## src/rtl/uart_rx_ctrl.sv

```systemverilog
// Receive-side controller for a UART engine: arms the engine, queues received
// bytes in a small FIFO, and raises sticky overrun and idle-timeout flags.
module uart_rx_ctrl #(
   parameter int FIFO_DEPTH   = 8,
   parameter int DATA_WIDTH   = 8,
   parameter int TIMEOUT_BITS = 16
) (
   input  logic                            clk,
   input  logic                            reset_n,
   input  logic                            sync_reset,
   input  logic                            enable,
   output logic                            start_rx,
   input  logic                            rx_ri,
   input  logic [DATA_WIDTH-1:0]           rx_sbuf,
   input  logic                            rd_en,
   output logic [DATA_WIDTH-1:0]           rd_data,
   output logic                            rd_valid,
   output logic [$clog2(FIFO_DEPTH+1)-1:0] fifo_count,
   output logic                            empty,
   output logic                            full,
   output logic                            overrun,
   input  logic                            clr_flags,
   input  logic [TIMEOUT_BITS-1:0]         timeout_m1,
   output logic                            timeout_irq
);

   localparam int AW = (FIFO_DEPTH > 1) ? $clog2(FIFO_DEPTH) : 1;
   localparam int CW = $clog2(FIFO_DEPTH + 1);

   typedef enum logic [1:0] {S_IDLE, S_ARM, S_WAIT} state_t;

   state_t                  state;
   logic                    push;
   logic                    pop;
   logic                    accept;
   logic                    irq_clear;
   logic                    irq_set;
   logic                    timeout_armed;
   logic [AW-1:0]           wr_ptr;
   logic [AW-1:0]           rd_ptr;
   logic [CW-1:0]           count_nxt;
   logic [TIMEOUT_BITS-1:0] idle_cnt;
   logic [DATA_WIDTH-1:0]   mem [FIFO_DEPTH];

   function automatic logic [TIMEOUT_BITS-1:0] sat_inc(
      input logic [TIMEOUT_BITS-1:0] v,
      input logic [TIMEOUT_BITS-1:0] lim
   );
      return (v >= lim) ? lim : v + TIMEOUT_BITS'(1);
   endfunction

   // A pop is honoured when data is present or arrives this cycle; a full
   // FIFO still accepts a byte when the host frees a slot in the same cycle.
   assign push   = (state == S_WAIT) && enable && rx_ri;
   assign pop    = rd_en && (!empty || push);
   assign accept = push && (!full || pop);
   assign empty  = (fifo_count == '0);
   assign full   = (fifo_count == CW'(FIFO_DEPTH));

   always_comb begin
      count_nxt = fifo_count;
      if (accept && !pop)
         count_nxt = fifo_count + CW'(1);
      else if (pop && !accept)
         count_nxt = fifo_count - CW'(1);
   end

   // The timeout fires once per burst: after a clear it stays quiet until
   // the next byte arrives, otherwise the saturated counter would re-fire it.
   assign irq_clear = clr_flags || push || (pop && (count_nxt == '0));
   assign irq_set   = timeout_armed && !empty && (idle_cnt == timeout_m1);

   always_ff @(posedge clk or negedge reset_n) begin
      if (!reset_n) begin
         state    <= S_IDLE;
         start_rx <= 1'b0;
      end else if (sync_reset) begin
         state    <= S_IDLE;
         start_rx <= 1'b0;
      end else begin
         start_rx <= 1'b0;
         case (state)
            S_IDLE: begin
               if (enable) begin
                  state    <= S_ARM;
                  start_rx <= 1'b1;
               end
            end
            S_ARM: begin
               state <= S_WAIT;
            end
            S_WAIT: begin
               if (!enable) begin
                  state <= S_IDLE;
               end else if (rx_ri) begin
                  state    <= S_ARM;
                  start_rx <= 1'b1;
               end
            end
            default: begin
               state <= S_IDLE;
            end
         endcase
      end
   end

   always_ff @(posedge clk) begin
      if (accept)
         mem[wr_ptr] <= rx_sbuf;
   end

   always_ff @(posedge clk or negedge reset_n) begin
      if (!reset_n) begin
         wr_ptr        <= '0;
         rd_ptr        <= '0;
         fifo_count    <= '0;
         rd_data       <= '0;
         rd_valid      <= 1'b0;
         overrun       <= 1'b0;
         idle_cnt      <= '0;
         timeout_irq   <= 1'b0;
         timeout_armed <= 1'b0;
      end else if (sync_reset) begin
         wr_ptr        <= '0;
         rd_ptr        <= '0;
         fifo_count    <= '0;
         rd_data       <= '0;
         rd_valid      <= 1'b0;
         overrun       <= 1'b0;
         idle_cnt      <= '0;
         timeout_irq   <= 1'b0;
         timeout_armed <= 1'b0;
      end else begin
         fifo_count <= count_nxt;
         rd_valid   <= pop;
         if (accept)
            wr_ptr <= wr_ptr + AW'(1);
         if (pop) begin
            rd_ptr  <= rd_ptr + AW'(1);
            rd_data <= empty ? rx_sbuf : mem[rd_ptr];
         end

         if (push && !accept)
            overrun <= 1'b1;
         else if (clr_flags)
            overrun <= 1'b0;

         if (push || empty)
            idle_cnt <= '0;
         else
            idle_cnt <= sat_inc(idle_cnt, timeout_m1);

         if (irq_clear)
            timeout_irq <= 1'b0;
         else if (irq_set)
            timeout_irq <= 1'b1;

         if (push)
            timeout_armed <= 1'b1;
         else if (irq_set && !irq_clear)
            timeout_armed <= 1'b0;
      end
   end

endmodule
```

## config.mk

```make
export PLATFORM = sky130hd
export DESIGN_NAME = uart_rx_ctrl
export DESIGN_NICKNAME = d
export VERILOG_FILES = /design/src/rtl/uart_rx_ctrl.sv
export SDC_FILE = /design/constraint.sdc
export NUM_CORES = 1
export LEC_CHECK = 0
export ABC_AREA = 1
export CAP_MARGIN = 30
export CORE_ASPECT_RATIO = 0.6
export CORE_MARGIN = 5
export CORE_UTILIZATION = 40
export DETAILED_ROUTE_END_ITERATION = 8
export MAX_ROUTING_LAYER = met4
export PLACE_DENSITY_LB_ADDON = 0.3
export SLEW_MARGIN = 15
export SYNTH_ARGS = -nofsm -noshare
export SYNTH_HDL_FRONTEND = slang
export SYNTH_SLANG_ARGS = --single-unit
```

## constraint.sdc

```tcl
create_clock -name clk -period 7 [get_ports clk]
set_input_delay 1.05 -clock clk [delete_from_list [all_inputs] [get_ports clk]]
set_output_delay 1.05 -clock clk [all_outputs]
set_load 0.1 [all_outputs]
```

==> results_dict.tcl <==
set metrics [dict create \
    wirelength_mm 11.8 \
    synth_top_area_share 0.370 \
    async_flop_share 0.390 \
    setup_tns_ns 0 \
    slowest_stage "clkdlybuf4s50_1" \
    clockBufferDepth 2 \
    use_met1 0.228 \
    yosys-top-cells-area "edfxtp_1 (37%), dfrtp_1 (20%), nand2_1 (7.4%), nor2_1 (6.3%), ha_1 (5.1%)" \
    via_per_inst 5.14 \
    worstReg2RegStart "fifo_count[0]" \
    ant_nets 0 \
    status "finished, final reports clean" \
    grt_pass1_wl_mm 19.3 \
    clkTransAtPathRegs_ns 0.07 \
    finClkSkew_ns 0.0107 \
    dp_hpwl_mm 8.13 \
    drive_gt1_frac 0.0793 \
    slowest_delay_ns 1.17 \
    placed_cell_area_sq_um 5850 \
    fin_area_sq_um 6150 \
    initial_core_util 0.407 \
    yosysWarnings 0 \
    drv_slew 0 \
    cpMostUsedCell "inv_1" \
    rsz0062_at_grt "false" \
    cp.required_ns 5.95 \
    timing.rr.end "mem[5][3]" \
    finalSetupViolCount 0 \
    nets 640 \
    hold_path_class "reg2reg" \
    syn_avg_cell_area_sq_um 9.60 \
    synth.most_common_cell "nand2_1" \
    min_period_ns 4.07 \
    timing.hold.ws_ns 0.483 \
    gr-usage-met3 0.0416 \
    hold_path_depth 2 \
    cp.arrival_ns 3.02 \
    synth_ff_type "edfxtp_1" \
    synth_cells 541 \
    clock_latency_ns 0.35 \
    io_pins 49 \
    gp_congestion 0.884 \
    core_sq_um 12800 \
    synth_edf_count 64 \
    grt_pass1_vias 3799 \
    area_growth_pct 18.5 \
    cts-root-buf "clkbuf_16" \
    ctsHoldBuffers 0 \
    ff2ff_path_depth 9 \
    antenna_cells 0 \
    placementRows 32 \
    crit_chain "inv_1 -> ha_1 -> nand3_2 -> inv_1 -> clkdlybuf4s50_1" \
    fmax_ghz 0.246 \
    ir_worst_vdd_v 0.000175 \
    fill_cells 1168 \
    cp-start-kind "flip-flop" \
    busiest_layer "met2" \
    postCtsSetupRepairBufs 0 \
    hold_start "rd_data[7]" \
    crit_fanout 22 \
    die_y_microns 98.3 \
    grtUsageTotal 0.163 \
    synth_common_cells "nand2_1 (103), nor2_1 (87), edfxtp_1 (64)" \
    holdPathEnd "rd_data[7]" \
    cts_tree "built" \
    htreeDepth 3 \
    fp.dieW_microns 157 \
    dieArea_sq_um 15400 \
    grt_max_degree 36 \
    drc 0 \
    fin_ws_ns 2.93 \
    seq_area_frac_synth 0.568 \
    io_buffers 48 \
    tightest_slew_ns 0.987 \
    hold_viol_final 0 \
    drv_cap 0 \
    period_share 0.582 \
    vias 3923 \
    drt_iter0_markers 268 \
    numCtsBuffers 9 \
    power-per-cell-area_nw_per_um2 352 \
    clkSinkCount 105 \
    grtUsageMet2 0.241 \
    pre_cts_ws_ns 3.35 \
    firstDrtPassIters 4 \
    antenna_found_initial 0 \
    avgRoutedWirePerCell_microns 15.4 \
    relSlewSlack 0.339 \
    end_kind "output port" \
    gr-total-overflow 0 \
    r2r_setup_slack_ns 4.24 \
    synth.distinct_cells 34 \
    syn-num-nets 593 \
    synthesis.area_sq_um 5190 \
    power_leakage_uw 0.00255 \
    ys_ff_latch 105 \
    yosys.area.top_type "edfxtp_1" \
    worstSetupPathType "reg2out" \
    cts_resized 0 \
]
## cell families after synthesis
kind of cell,after synthesis,synth area share
flops,105,0.568
compound gates,90,0.101
xor+xnor,13,0.0219
simple gates,244,0.204
fa+ha+maj,21,0.0506
buf+inv,68,0.0547
## per-stage QoR
step,utilization,power [uW],instances
3_3_place_gp,0.454,1640,743
3_5_place_dp,0.458,1660,747
4_1_cts,0.482,2180,763
6_report,0.482,2170,763
2_1_floorplan,-,1440,541
5_1_grt,0.482,2280,763
## worst max path at each step
stage / cells after the start / to / from / slack (ns)
6_report: 5 / empty / fifo_count[0] / 2.93
5_1_grt: 5 / empty / fifo_count[1] / 2.82
4_1_cts: 5 / empty / fifo_count[1] / 2.96
3_5_place_dp: 5 / empty / fifo_count[1] / 3.35
3_3_place_gp: 9 / mem[1][5] / rx_ri / 3.43
2_1_floorplan: 4 / full / fifo_count[0] / 3.90
## state kept, by name, indices dropped and copies added, names as in the netlist
register	flops
mem	64
idle_cnt	16
rd_data	8
fifo_count	4
rd_ptr	3
wr_ptr	3
state	2
overrun	1
rd_valid	1
start_rx	1
timeout_armed	1
timeout_irq	1
## placed cells by master, fill, tap and decap left out, drive strengths merged, types with 16 or more instances in the layout
cell type	count
o21ai	42
nor2	97
dfrtp	41
inv	54
clkdlybuf4s50	47
edfxtp	64
ha	21
o22ai	16
nand2	106
nand3	26
## metal layers
layer | vias up | wire length (microns) | share of wire
met3 | 8 | 918 | 0.078
met2 | 135 | 5150 | 0.44
met5 | - | 0 | 0
met1 | 1850 | 5630 | 0.48
met4 | 0 | 63 | 0.0054
li1 | 1930 | - | -
## report_power, final
part	switching (uW)	internal, uW	total, uW
clock network	237	285	522
registers	41.4	700	741
logic	678	225	903
total	956	1210	2170
## layout make-up
cell class / instances / area (sq um) / share of cell area
clock inverter: 7 / 82.6 / 0.0134
multi-input combinational: 368 / 1970 / 0.320
sequential: 105 / 2950 / 0.479
inverter: 51 / 191 / 0.0311
tap: 170 / 213 / 0.0346
timing repair buffer: 53 / 527 / 0.0856
clock buffer: 9 / 225 / 0.0366
## worst max-delay path, delay by kind of cell (launching register included)
kind / cells / cell delay, ns
fa+ha+maj: 1 / 0.23
flops: 1 / 0.42
simple gates: 1 / 0.43
buf+inv: 3 / 1.58
No activity file was read; power rests on OpenSTA's default activity.
==> RTL change (same settings) <==
Set the parameter `FIFO_DEPTH` to 4 (it was 8).
--- a/src/rtl/uart_rx_ctrl.sv
+++ b/src/rtl/uart_rx_ctrl.sv
@@ -3,3 +3,3 @@
 module uart_rx_ctrl #(
-   parameter int FIFO_DEPTH   = 8,
+   parameter int FIFO_DEPTH   = 4,
    parameter int DATA_WIDTH   = 8,
Interface: changed (resized fifo_count); port bits go from 49 to 48. No check against the original RTL was run, so the function may have changed too.
==> RTL change against the unedited design <==
Setup slack better by 0.29 ns. Worst hold slack better by 0.042 ns. Critical path depth unchanged. Area after synthesis down 27%. Sequential share of layout area down 7.2 points. Global-route usage increased by 0.47 points. Sequential cell count shrank 35. Combinational power decreased by 40%. Wire length is 24% lower. Power fell by 30%. Cell area down 24%. Maximum frequency increased by 7.7%. Critical path type unchanged. Largest power group unchanged. Highest routed layer unchanged.
==> RTL change: results (changes against the unedited design) <==
Met1 Usage GRT = 22.9% (+0.035 points)
NumNets Final = 519 (-19%)
Crit Path Max Fanout = 12 (-45%)
Vias in the first global route = 2869 (-24%)
Met2 Track Usage GR = 23.9% (-0.21 points)
Initial DRT Pass Iterations = 5 (+1)
Detail Placement HPWL = 6.39 mm (-21%)
Status = completed
Worst EP arrival = 2.73 ns (-0.29 ns)
Register area share after synthesis = 50.1% (-6.6 points)
Reg2Reg Depth = 7 (-2)
Hold_sp = state[1]$_DFFE_PN0P_
FFs w/ async S/R, synth = 54.3% (+15 points)
Worst hold stages = 1 (-1)
Wire length per cell = 15.0 µm (-2.8%)
Global-route wire length before repair = 14.6 mm (-25%)
CP max stage delay = 1.19 ns (+0.02 ns)
Share of cells above drive strength 1 = 8.74% (+0.82 points)
Met3 Usage GRT = 5.80% (+1.6 points)
Filler cell count in the final layout = 842 (-28%)
Most used flip-flop cell after synthesis = dfrtp_1
Slew margin rel. = 34.4% (+0.45 points)
R2R setup slack = 4.65 ns (+0.41 ns)
Post-synth EDFFs = 32 (-50%)
Reg2reg end = mem[0][0]$_DFFE_PP_
Tot GR Track Use = 16.8% (+0.47 points)
GP Congestion = 0.892 (+0.96%)
Largest vdd supply drop = 147 µV (-16%)
## RTL change: cell types whose count changed after synthesis, moves of 4 or more
cell      change
inv_1         -4
o21ai_1      +15
nand3_2       -5
nand2_1      -50
o211ai_1      -8
nor2_1       -12
nand4_1       -4
clkbuf_1      -5
edfxtp_1     -32
o21ai_0       -8
o22ai_1       -8
## RTL change: power groups by stage
stage | combinational, mW | sequential (mW) | clock (mW)
after floorplan | 0.269 | 0.650 | 0
after global placement | 0.530 | 0.500 | 0
after detailed placement | 0.534 | 0.502 | 0
after CTS | 0.537 | 0.494 | 0.501
after global routing | 0.581 | 0.498 | 0.521
final | 0.540 | 0.494 | 0.490
## RTL change: worst register-to-register path: stages (launching register included)
cell and delay, ns:
dfrtp_1 0.39, inv_1 0.09, ha_1 0.22, nand2_1 0.15
inv_1 0.10, nand2_1 0.12, nand2_1 0.18, nor2_1 0.73
## RTL change: metrics by stage
step	power [mW]	area (µm²)	util, %	setup slack, ns	std cells
final	1.52	4690	50.9	3.22	599
after global routing	1.60	4690	50.9	3.07	599
after CTS	1.53	4670	50.7	3.22	598
after detailed placement	1.04	4350	47.2	3.58	582
after global placement	1.03	4350	47.2	3.63	582
after floorplan	0.920	3810	-	3.94	416
## RTL change: cell type report
| class | instances | area [µm²] | share of cell area (%) |
|---|---|---|---|
| Timing Repair Buffer | 48 | 485 | 10.3 |
| Multi-Input combinational cell | 288 | 1630 | 34.8 |
| Clock inverter | 7 | 97.6 | 2.08 |
| Tap cell | 130 | 163 | 3.47 |
| Clock buffer | 9 | 225 | 4.80 |
| Sequential cell | 70 | 1910 | 40.7 |
| Inverter | 47 | 176 | 3.76 |
## RTL change: cell families (layout without fill, tap and decap cells)
group           after synthesis  after routing  share of synthesized area, %
flops                        70             70                          50.1
compound gates               78             78                          11.1
fa+ha+maj                    24             24                          7.88
xor+xnor                     13             13                          2.99
simple gates                173            173                          20.9
buf+inv                      58            111                          7.02
## RTL change: layer usage
| layer | vias up | wire length, µm |
|---|---|---|
| met3 | 8 | 662 |
| met4 | 0 | 92 |
| met2 | 101 | 3840 |
| met5 | - | 0 |
| li1 | 1482 | - |
| met1 | 1382 | 4380 |
## RTL change: worst max-delay path by stage
stage,from,endpoint,slack [ns],depth (start not counted)
global route,fifo_count[0]$_DFF_PN0_,empty,3.07,5
global placement,fifo_count[0]$_DFF_PN0_,empty,3.63,5
floorplan,fifo_count[0]$_DFF_PN0_,mem[0][0]$_DFFE_PP_,3.94,7
finish,fifo_count[0]$_DFF_PN0_,empty,3.22,5
CTS,fifo_count[0]$_DFF_PN0_,empty,3.22,5
detailed placement,fifo_count[0]$_DFF_PN0_,empty,3.58,5
